`src/rtl/stream_reg_slice_pkg.sv`:
```
// Shared constants and helpers for the stream register slice chain.
package stream_reg_slice_pkg;

  localparam int unsigned MAX_STAGES = 16;

  // Beats held by a chain of skid stages: main plus skid per stage.
  function automatic int unsigned buffer_capacity(input int unsigned stages);
    return 2 * stages;
  endfunction

endpackage

```
`src/rtl/stream_skid_stage.sv`:
```
// One fully registered two-entry skid stage (main + skid register).
// Optional TLAST sideband: define STREAM_REG_SLICE_TLAST_EN.
module stream_skid_stage
  import stream_reg_slice_pkg::*;
#(
  parameter int unsigned TDATA_WIDTH = 224
) (
  input  logic                   CLK,
  input  logic                   RST,
  input  logic [TDATA_WIDTH-1:0] S_AXIS_TDATA,
  input  logic                   S_AXIS_TVALID,
  output logic                   S_AXIS_TREADY,
  output logic [TDATA_WIDTH-1:0] M_AXIS_TDATA,
  output logic                   M_AXIS_TVALID,
  input  logic                   M_AXIS_TREADY
`ifdef STREAM_REG_SLICE_TLAST_EN
  ,
  input  logic                   S_AXIS_TLAST,
  output logic                   M_AXIS_TLAST
`endif
);

  // Payload carried through main and skid together so TLAST shares the data timing.
  typedef struct packed {
    logic [TDATA_WIDTH-1:0] data;
`ifdef STREAM_REG_SLICE_TLAST_EN
    logic                   last;
`endif
  } payload_t;

  payload_t in_pl;
  payload_t main_pl;
  payload_t skid_pl;
  logic     main_valid;
  logic     skid_valid;
  logic     in_ready;
  logic     main_valid_nxt;
  logic     skid_valid_nxt;
  logic     accept;
  logic     main_load;

  // Bundle the incoming beat.
  always_comb begin
    in_pl      = '0;
    in_pl.data = S_AXIS_TDATA;
`ifdef STREAM_REG_SLICE_TLAST_EN
    in_pl.last = S_AXIS_TLAST;
`endif
  end

  assign accept    = S_AXIS_TVALID && in_ready;
  // Main can take a new beat when it is empty or being drained this edge.
  assign main_load = !main_valid || M_AXIS_TREADY;

  // Occupancy update; skid only fills when main is full and stalled.
  always_comb begin
    main_valid_nxt = main_valid;
    skid_valid_nxt = skid_valid;
    if (skid_valid) begin
      // in_ready is low here, so no new beat can arrive; skid refills main on drain.
      if (M_AXIS_TREADY) begin
        skid_valid_nxt = 1'b0;
      end
    end else if (accept) begin
      if (main_load) begin
        main_valid_nxt = 1'b1;
      end else begin
        skid_valid_nxt = 1'b1;
      end
    end else if (M_AXIS_TREADY) begin
      main_valid_nxt = 1'b0;
    end
  end

  // Valid bits and registered ready; ready held low throughout reset.
  always_ff @(posedge CLK or posedge RST) begin
    if (RST) begin
      main_valid <= 1'b0;
      skid_valid <= 1'b0;
      in_ready   <= 1'b0;
    end else begin
      main_valid <= main_valid_nxt;
      skid_valid <= skid_valid_nxt;
      in_ready   <= !skid_valid_nxt;
    end
  end

  // Payload registers are left unreset; they are only observed behind a valid bit.
  always_ff @(posedge CLK) begin
    if (skid_valid) begin
      if (M_AXIS_TREADY) begin
        main_pl <= skid_pl;
      end
    end else if (accept) begin
      if (main_load) begin
        main_pl <= in_pl;
      end else begin
        skid_pl <= in_pl;
      end
    end
  end

  assign S_AXIS_TREADY = in_ready;
  assign M_AXIS_TVALID = main_valid;
  assign M_AXIS_TDATA  = main_pl.data;
`ifdef STREAM_REG_SLICE_TLAST_EN
  assign M_AXIS_TLAST  = main_pl.last;
`endif

endmodule

```
`src/rtl/stream_reg_slice.sv`:
```
// AXI4-Stream register slice: STAGES skid stages in series, or a wire bypass
// when STAGES is 0. Optional TLAST and packet counter: define STREAM_REG_SLICE_TLAST_EN.
module stream_reg_slice
  import stream_reg_slice_pkg::*;
#(
  parameter int unsigned TDATA_WIDTH = 224,
  parameter int unsigned STAGES      = 2
) (
  input  logic                   CLK,
  input  logic                   RST,
  input  logic [TDATA_WIDTH-1:0] S_AXIS_TDATA,
  input  logic                   S_AXIS_TVALID,
  output logic                   S_AXIS_TREADY,
  output logic [TDATA_WIDTH-1:0] M_AXIS_TDATA,
  output logic                   M_AXIS_TVALID,
  input  logic                   M_AXIS_TREADY
`ifdef STREAM_REG_SLICE_TLAST_EN
  ,
  input  logic                   S_AXIS_TLAST,
  output logic                   M_AXIS_TLAST,
  output logic [31:0]            PKT_COUNT
`endif
);

  if (buffer_capacity(STAGES) > buffer_capacity(MAX_STAGES) || TDATA_WIDTH < 1) begin : g_param_check
    $error("stream_reg_slice: STAGES must be 0..16 and TDATA_WIDTH at least 1");
  end

  if (STAGES == 0) begin : g_bypass
    assign M_AXIS_TDATA  = S_AXIS_TDATA;
    assign M_AXIS_TVALID = S_AXIS_TVALID;
    assign S_AXIS_TREADY = M_AXIS_TREADY;
`ifdef STREAM_REG_SLICE_TLAST_EN
    assign M_AXIS_TLAST  = S_AXIS_TLAST;
`endif
  end else begin : g_chain
    // Index i is the boundary in front of stage i; index STAGES is the output.
    logic [TDATA_WIDTH-1:0] data  [STAGES+1];
    logic                   valid [STAGES+1];
    logic                   ready [STAGES+1];
`ifdef STREAM_REG_SLICE_TLAST_EN
    logic                   last  [STAGES+1];

    assign last[0]      = S_AXIS_TLAST;
    assign M_AXIS_TLAST = last[STAGES];
`endif

    assign data[0]       = S_AXIS_TDATA;
    assign valid[0]      = S_AXIS_TVALID;
    assign S_AXIS_TREADY = ready[0];
    assign M_AXIS_TDATA  = data[STAGES];
    assign M_AXIS_TVALID = valid[STAGES];
    assign ready[STAGES] = M_AXIS_TREADY;

    for (genvar i = 0; i < STAGES; i++) begin : g_stage
      stream_skid_stage #(
        .TDATA_WIDTH(TDATA_WIDTH)
      ) u_stage (
        .CLK           (CLK),
        .RST           (RST),
        .S_AXIS_TDATA  (data[i]),
        .S_AXIS_TVALID (valid[i]),
        .S_AXIS_TREADY (ready[i]),
        .M_AXIS_TDATA  (data[i+1]),
        .M_AXIS_TVALID (valid[i+1]),
        .M_AXIS_TREADY (ready[i+1])
`ifdef STREAM_REG_SLICE_TLAST_EN
        ,
        .S_AXIS_TLAST  (last[i]),
        .M_AXIS_TLAST  (last[i+1])
`endif
      );
    end
  end

`ifdef STREAM_REG_SLICE_TLAST_EN
  // Count completed packets leaving the slice; wraps naturally at 32 bits.
  always_ff @(posedge CLK or posedge RST) begin
    if (RST) begin
      PKT_COUNT <= '0;
    end else if (M_AXIS_TVALID && M_AXIS_TREADY && M_AXIS_TLAST) begin
      PKT_COUNT <= PKT_COUNT + 32'd1;
    end
  end
`endif

  // Upstream must hold TVALID until its beat is taken.
  a_valid_hold: assert property (@(posedge CLK) disable iff (RST)
    (S_AXIS_TVALID && !S_AXIS_TREADY) |=> S_AXIS_TVALID);

endmodule

```
`config.mk`:
```
export PLATFORM = sky130hd
export DESIGN_NAME = stream_reg_slice
export DESIGN_NICKNAME = d
export VERILOG_FILES = /design/src/rtl/stream_reg_slice_pkg.sv /design/src/rtl/stream_skid_stage.sv /design/src/rtl/stream_reg_slice.sv
export SDC_FILE = /design/constraint.sdc
export NUM_CORES = 1
export LEC_CHECK = 0
export ABC_AREA = 1
export CAP_MARGIN = 20
export CELL_PAD_IN_SITES_DETAIL_PLACEMENT = 1
export CELL_PAD_IN_SITES_GLOBAL_PLACEMENT = 1
export CORE_MARGIN = 3
export CORE_UTILIZATION = 40
export DETAILED_ROUTE_END_ITERATION = 8
export GPL_ROUTABILITY_DRIVEN = 0
export PLACE_DENSITY = 0.76
export SLEW_MARGIN = 30
export SYNTH_ARGS = -nofsm -noshare
export SYNTH_HDL_FRONTEND = slang
export SYNTH_HIERARCHICAL = 1
export SYNTH_SLANG_ARGS = --single-unit
```
`constraint.sdc`:
```
create_clock -name CLK -period 28.6 [get_ports CLK]
set_input_delay 4.29 -clock CLK [delete_from_list [all_inputs] [get_ports CLK]]
set_output_delay 4.29 -clock CLK [all_outputs]
set_load 0.01 [all_outputs]
```
* Yosys cells after proc, flatten, opt, wreduce, memory -nomap -nowiden *
Cells that the tools add are included.

storage, ports and cells
  register bits = 902
  input bits = 228
  output and inout port bits = 226
  word-level logic and storage cells = 60

cells by class
  equality and inequality tests = 4
  multiplexer cells = 22
  bitwise operators = 4
  reduce and logical (&&, ||, !) cells = 20

operators by type and width
  operator                                                         count
  224-bit 2-to-1 mux                                               8
  3-bit AND reduction                                              6
  1-bit 2-to-1 mux                                                 14
  2-bit nonzero test                                               6
  2-bit != test, second input constant                             3
  1-bit logical NOT                                                4
  1-bit inverter                                                   4
  1-bit logical AND                                                2
  1-bit logical OR                                                 2
  2-bit by 1-bit != test with 1-bit output, second input constant  1

* Logic depth before layout (Yosys ltp) *
  depth in word-level cells = 6
  gate-level depth with buffers = 5
  depth with buffers taken out = 4

* Hierarchy *
The synthesis kept the hierarchy.

modules (own cells, without submodules)
  module             times used  cells an instance  area each (µm²)  sequential area each (µm²)
  stream_skid_stage  2           1188               16379.5          13528.0

* Least setup slack after synthesis *
Ideal clock, no wire load.

  kind = input-to-reg
  start = input port M_AXIS_TREADY
  end = register g_chain.g_stage[1].u_stage.main_pl (netlist bit g_chain.g_stage[1].u_stage/M_AXIS_TDATA[0]), enable pin
  setup time = 813 ps
  data arrival time = 13791 ps
  required time = 27787 ps
  setup slack = 13996 ps
  cell stages on the path = 4
  buffers on the path = 0
  cells stage by stage = inv_1 -> nand2_1 -> nand2_1 -> nor2_1

on the way
  word-level cells in the longest chain between the ends = 3
  elaborated cells on any way between the ends = 4
  classes of those cells = 1 x eq/ne; 3 x reduce/logical

RTL lines
  element                          RTL line                 source
  start, declared                  stream_reg_slice.sv:16   input logic M_AXIS_TREADY
  1-bit logical OR                 stream_skid_stage.sv:53  assign main_load = !main_valid || M_AXIS_TREADY;
  2-bit nonzero test (no line)     --
  3-bit AND reduction (no line) *  --
  end signal, assigned             stream_skid_stage.sv:92  main_pl <= skid_pl;
  end signal, assigned             stream_skid_stage.sv:96  main_pl <= in_pl;
  end, declared                    stream_skid_stage.sv:32  payload_t main_pl;

Mark *: on every way between the ends. The rest lies on a longest branch, timed or not.
A chain may end at the register's enable or synchronous reset.

* Final worst setup path *
  start = input port M_AXIS_TREADY
  end = register g_chain.g_stage[1].u_stage.main_pl (netlist bit g_chain.g_stage[1].u_stage/M_AXIS_TDATA[92]), enable pin

The elaborated chain is that of the path after synthesis.

==> flow_summary_export.csv <==
group,metric,value,unit
hold_path,min-delay-start,"g_chain.g_stage[0].u_stage/M_AXIS_TDATA[42]$_DFFE_PP_",
sta,tns,0,ps
critical_path,ff2ff_setup_slack,24510,ps
final_layout,finish.utilization,51.39,%
final_layout,multi_input_area,5182,um^2
final_layout,finalInstanceArea,41530,um^2
critical_path,worstPathMaxFanout,67,
sta,rsz0062_at_grt,"false",
floorplan,die_h,292.2,um
critical_path,cp-startpoint,"M_AXIS_TREADY",
final_layout,fin_nets,3074,
yosys,ys_seq_area_share,82.59,%
sta,min_period,6806,ps
sta,tightest_slew,961.5,ps
critical_path,arrival,7060,ps
floorplan,io_pins,454,
clock_network,numCtsBuffers,92,
grt,gr-total-overflow,0,
grt,grt_max_degree,160,
grt,grt_pass1_vias,21170,
floorplan,rows,104,
yosys,synthTopCellsByArea,"edfxtp_1 82%, nand2_1 16%, buf_2 0.95%, buf_4 0.50%, dfrtp_1 0.46%",
yosys,synth-seq-cells,902,
outcome,outcome,"complete, no violations",
clock_network,cts_buffer_depth,3,
pwr,pwr_density_cell,108.9,nW/um^2
yosys,syn_nets,2604,
critical_path,r2r-start,"g_chain.g_stage[0].u_stage/skid_valid$_DFF_PP0_",
clock_network,cts_resized,0,
drt,top_layer,"met5",
clock_network,hold_buffers,0,
final_layout,regArea,27060,um^2
place,dpl.hpwl,52510,um
final_layout,layout-drive-gt1-share,5.713,%
place,portBuffers,453,
hold_path,hold_path_end,"g_chain.g_stage[1].u_stage/skid_pl[42]$_DFFE_PP_",
floorplan,die_area,85370,um^2
drt,wirelength,84400,um
critical_path,crit_type,"in -> reg",
hold_path,hold_depth,0,
sta,setup_viol,0,
yosys,synth_warnings,6,
sta,final.setup_skew,26.81,ps
floorplan,fp.dieW,292.2,um
clock_network,path_clk_slew,60,ps
drt,routed_via_density,4.886,
place,place_area,38330,um^2
hold_path,hold_path_class,"reg -> reg",
grt,antenna_found_initial,8,
critical_path,r2r_cells,5,
drt,drtIter0Drc,1444,
yosys,netlist.area_leader.share,82.13,%
sta,finalHoldViolations,0,
floorplan,core_area,80810,um^2
sta,clock.fmax,146.9,MHz
final_layout,nFillCells,8035,
clock_network,clock_sinks,902,
yosys,synth_cells,2376,
drt,wl_met3,4535,um
critical_path,startpoint_type,"input port",
grt,gr-usage-all-layers,19.48,%
yosys,synth.cell_area,32760,um^2
clock_network,htreeDepth,3,
yosys,avgSynthCellArea,13.79,um^2
yosys,yosysTopAreaCell,"edfxtp_1",
floorplan,start_util,40.54,%
drt,dr.pass1.iters,6,
clock_network,clock_latency,640,ps
sta,hold-worst-slack,433.9,ps
pwr,ir_worst_vdd,0.07568,mV
sta,finalCritPeriodShare,23.80,%
yosys,synth_cell_types,12,
drt,num_vias,19482,
critical_path,r2r-end,"g_chain.g_stage[0].u_stage/skid_pl[94]$_DFFE_PP_",
clock_network,root_buffer,"clkbuf_16",
drt,ant_nets,0,
flow_run,cap_violations,0,
critical_path,endpoint_kind,"flip-flop",
sta,slew_headroom,35.90,%
grt,grt_first_pass_wirelength,126900,um
clock_network,cts_setup_buffers,0,
sta,slew_viol_final,0,
final_layout,areaGrowthSynthToFinish,26.76,%
drt,drc,0,
drt,wire_per_inst,21.17,um
drt,routed-wl-met2,43880,um
pwr,leakage,15.83,nW
critical_path,required,28860,ps
drt,drt-met1-wl,33320,um
clock_network,cts_tree,"built",
==> worst max-delay path, stage by stage <==
cell and delay (ps):
clkdlybuf4s50_1 520, inv_1 100, nand2_1 160, nand2_1 140, nor2_4 420, buf_6 590, buf_4 670
==> state kept, by name (all words and copies together), names as in the netlist <==
| register | count |
|---|---|
| g_chain.g_stage.u_stage/M_AXIS_TVALID | 2 |
| g_chain.g_stage.u_stage/skid_valid | 2 |
| g_chain.g_stage.u_stage/S_AXIS_TREADY | 2 |
| g_chain.g_stage.u_stage/skid_pl | 448 |
| g_chain.g_stage.u_stage/M_AXIS_TDATA | 448 |
==> per-layer routing <==
layer,track usage (%),vias up
li1,-,8988
met5,0,-
met2,34.81,573
met3,3.187,152
met1,23.94,9765
met4,6.983,4
==> report_power, final <==
group	internal, mW	switching (mW)
clock	0.715	0.507
sequential	2.01	0.186
combinational	0.426	0.678
==> layout make-up <==
class,instances,area share [%]
inverters,6,0.1024
clock inverters,62,1.648
diodes,4,0.02410
well taps,1060,3.194
clock buffers,109,5.800
flip-flops and latches,902,65.17
repair buffers,474,11.58
multi-input cells,1370,12.48
==> logic make-up after synthesis <==
kind of cell	synth area share (%)
and+or+nand+nor	15.64
DFF	82.59
buffers and inverters	1.681
AOI/OAI and AO/OA	0.09167
==> stage by stage <==
stage,worst slack (ps),instances,power [mW]
after global placement,20460,3808,3.264
after global routing,21570,3986,4.747
final,21790,3987,4.522
after detailed placement,20890,3809,3.332
after floorplan,14000,2376,2.777
after CTS,21560,3980,4.580
==> Yosys cell counts (all sizes together) <==
| library cell | count |
|---|---|
| nand3 | 2 |
| buf | 84 |
| o21ai | 4 |
| a21oi | 2 |
| nor2 | 4 |
| edfxtp | 896 |
| nand2 | 1358 |
| dfrtp | 6 |
| clkbuf | 14 |
| inv | 6 |
==> how the worst max path moves through the flow <==
| stage | end | depth (start not counted) |
|---|---|---|
| floorplan | g_chain.g_stage[1].u_stage/M_AXIS_TDATA[0]$_DFFE_PP_ | 4 |
| global placement | g_chain.g_stage[1].u_stage/M_AXIS_TDATA[106]$_DFFE_PP_ | 7 |
| detailed placement | g_chain.g_stage[1].u_stage/M_AXIS_TDATA[96]$_DFFE_PP_ | 7 |
| CTS | g_chain.g_stage[1].u_stage/M_AXIS_TDATA[92]$_DFFE_PP_ | 7 |
| global route | g_chain.g_stage[1].u_stage/M_AXIS_TDATA[61]$_DFFE_PP_ | 7 |
| finish | g_chain.g_stage[1].u_stage/M_AXIS_TDATA[92]$_DFFE_PP_ | 7 |
==> cell usage in the layout, fill, tap and decap left out <==
cell and n:
inv_1 4, inv_16 2, edfxtp_1 896, clkinvlp_4 3
bufinv_16 12, nand3_1 2, inv_8 1, a21oi_1 2
clkinv_4 2, nor2_4 4, buf_12 3, diode_2 4
clkinv_1 18, buf_16 3, clkinv_2 21, clkbuf_16 94
clkinv_16 1, dfrtp_1 4, nand2_1 1358, buf_6 5
clkdlybuf4s50_1 453, dfrtp_4 2, clkbuf_1 15, o21ai_0 4
clkinv_8 3, inv_6 1, buf_4 10
Note: power is estimated with default switching activity, not from simulation.
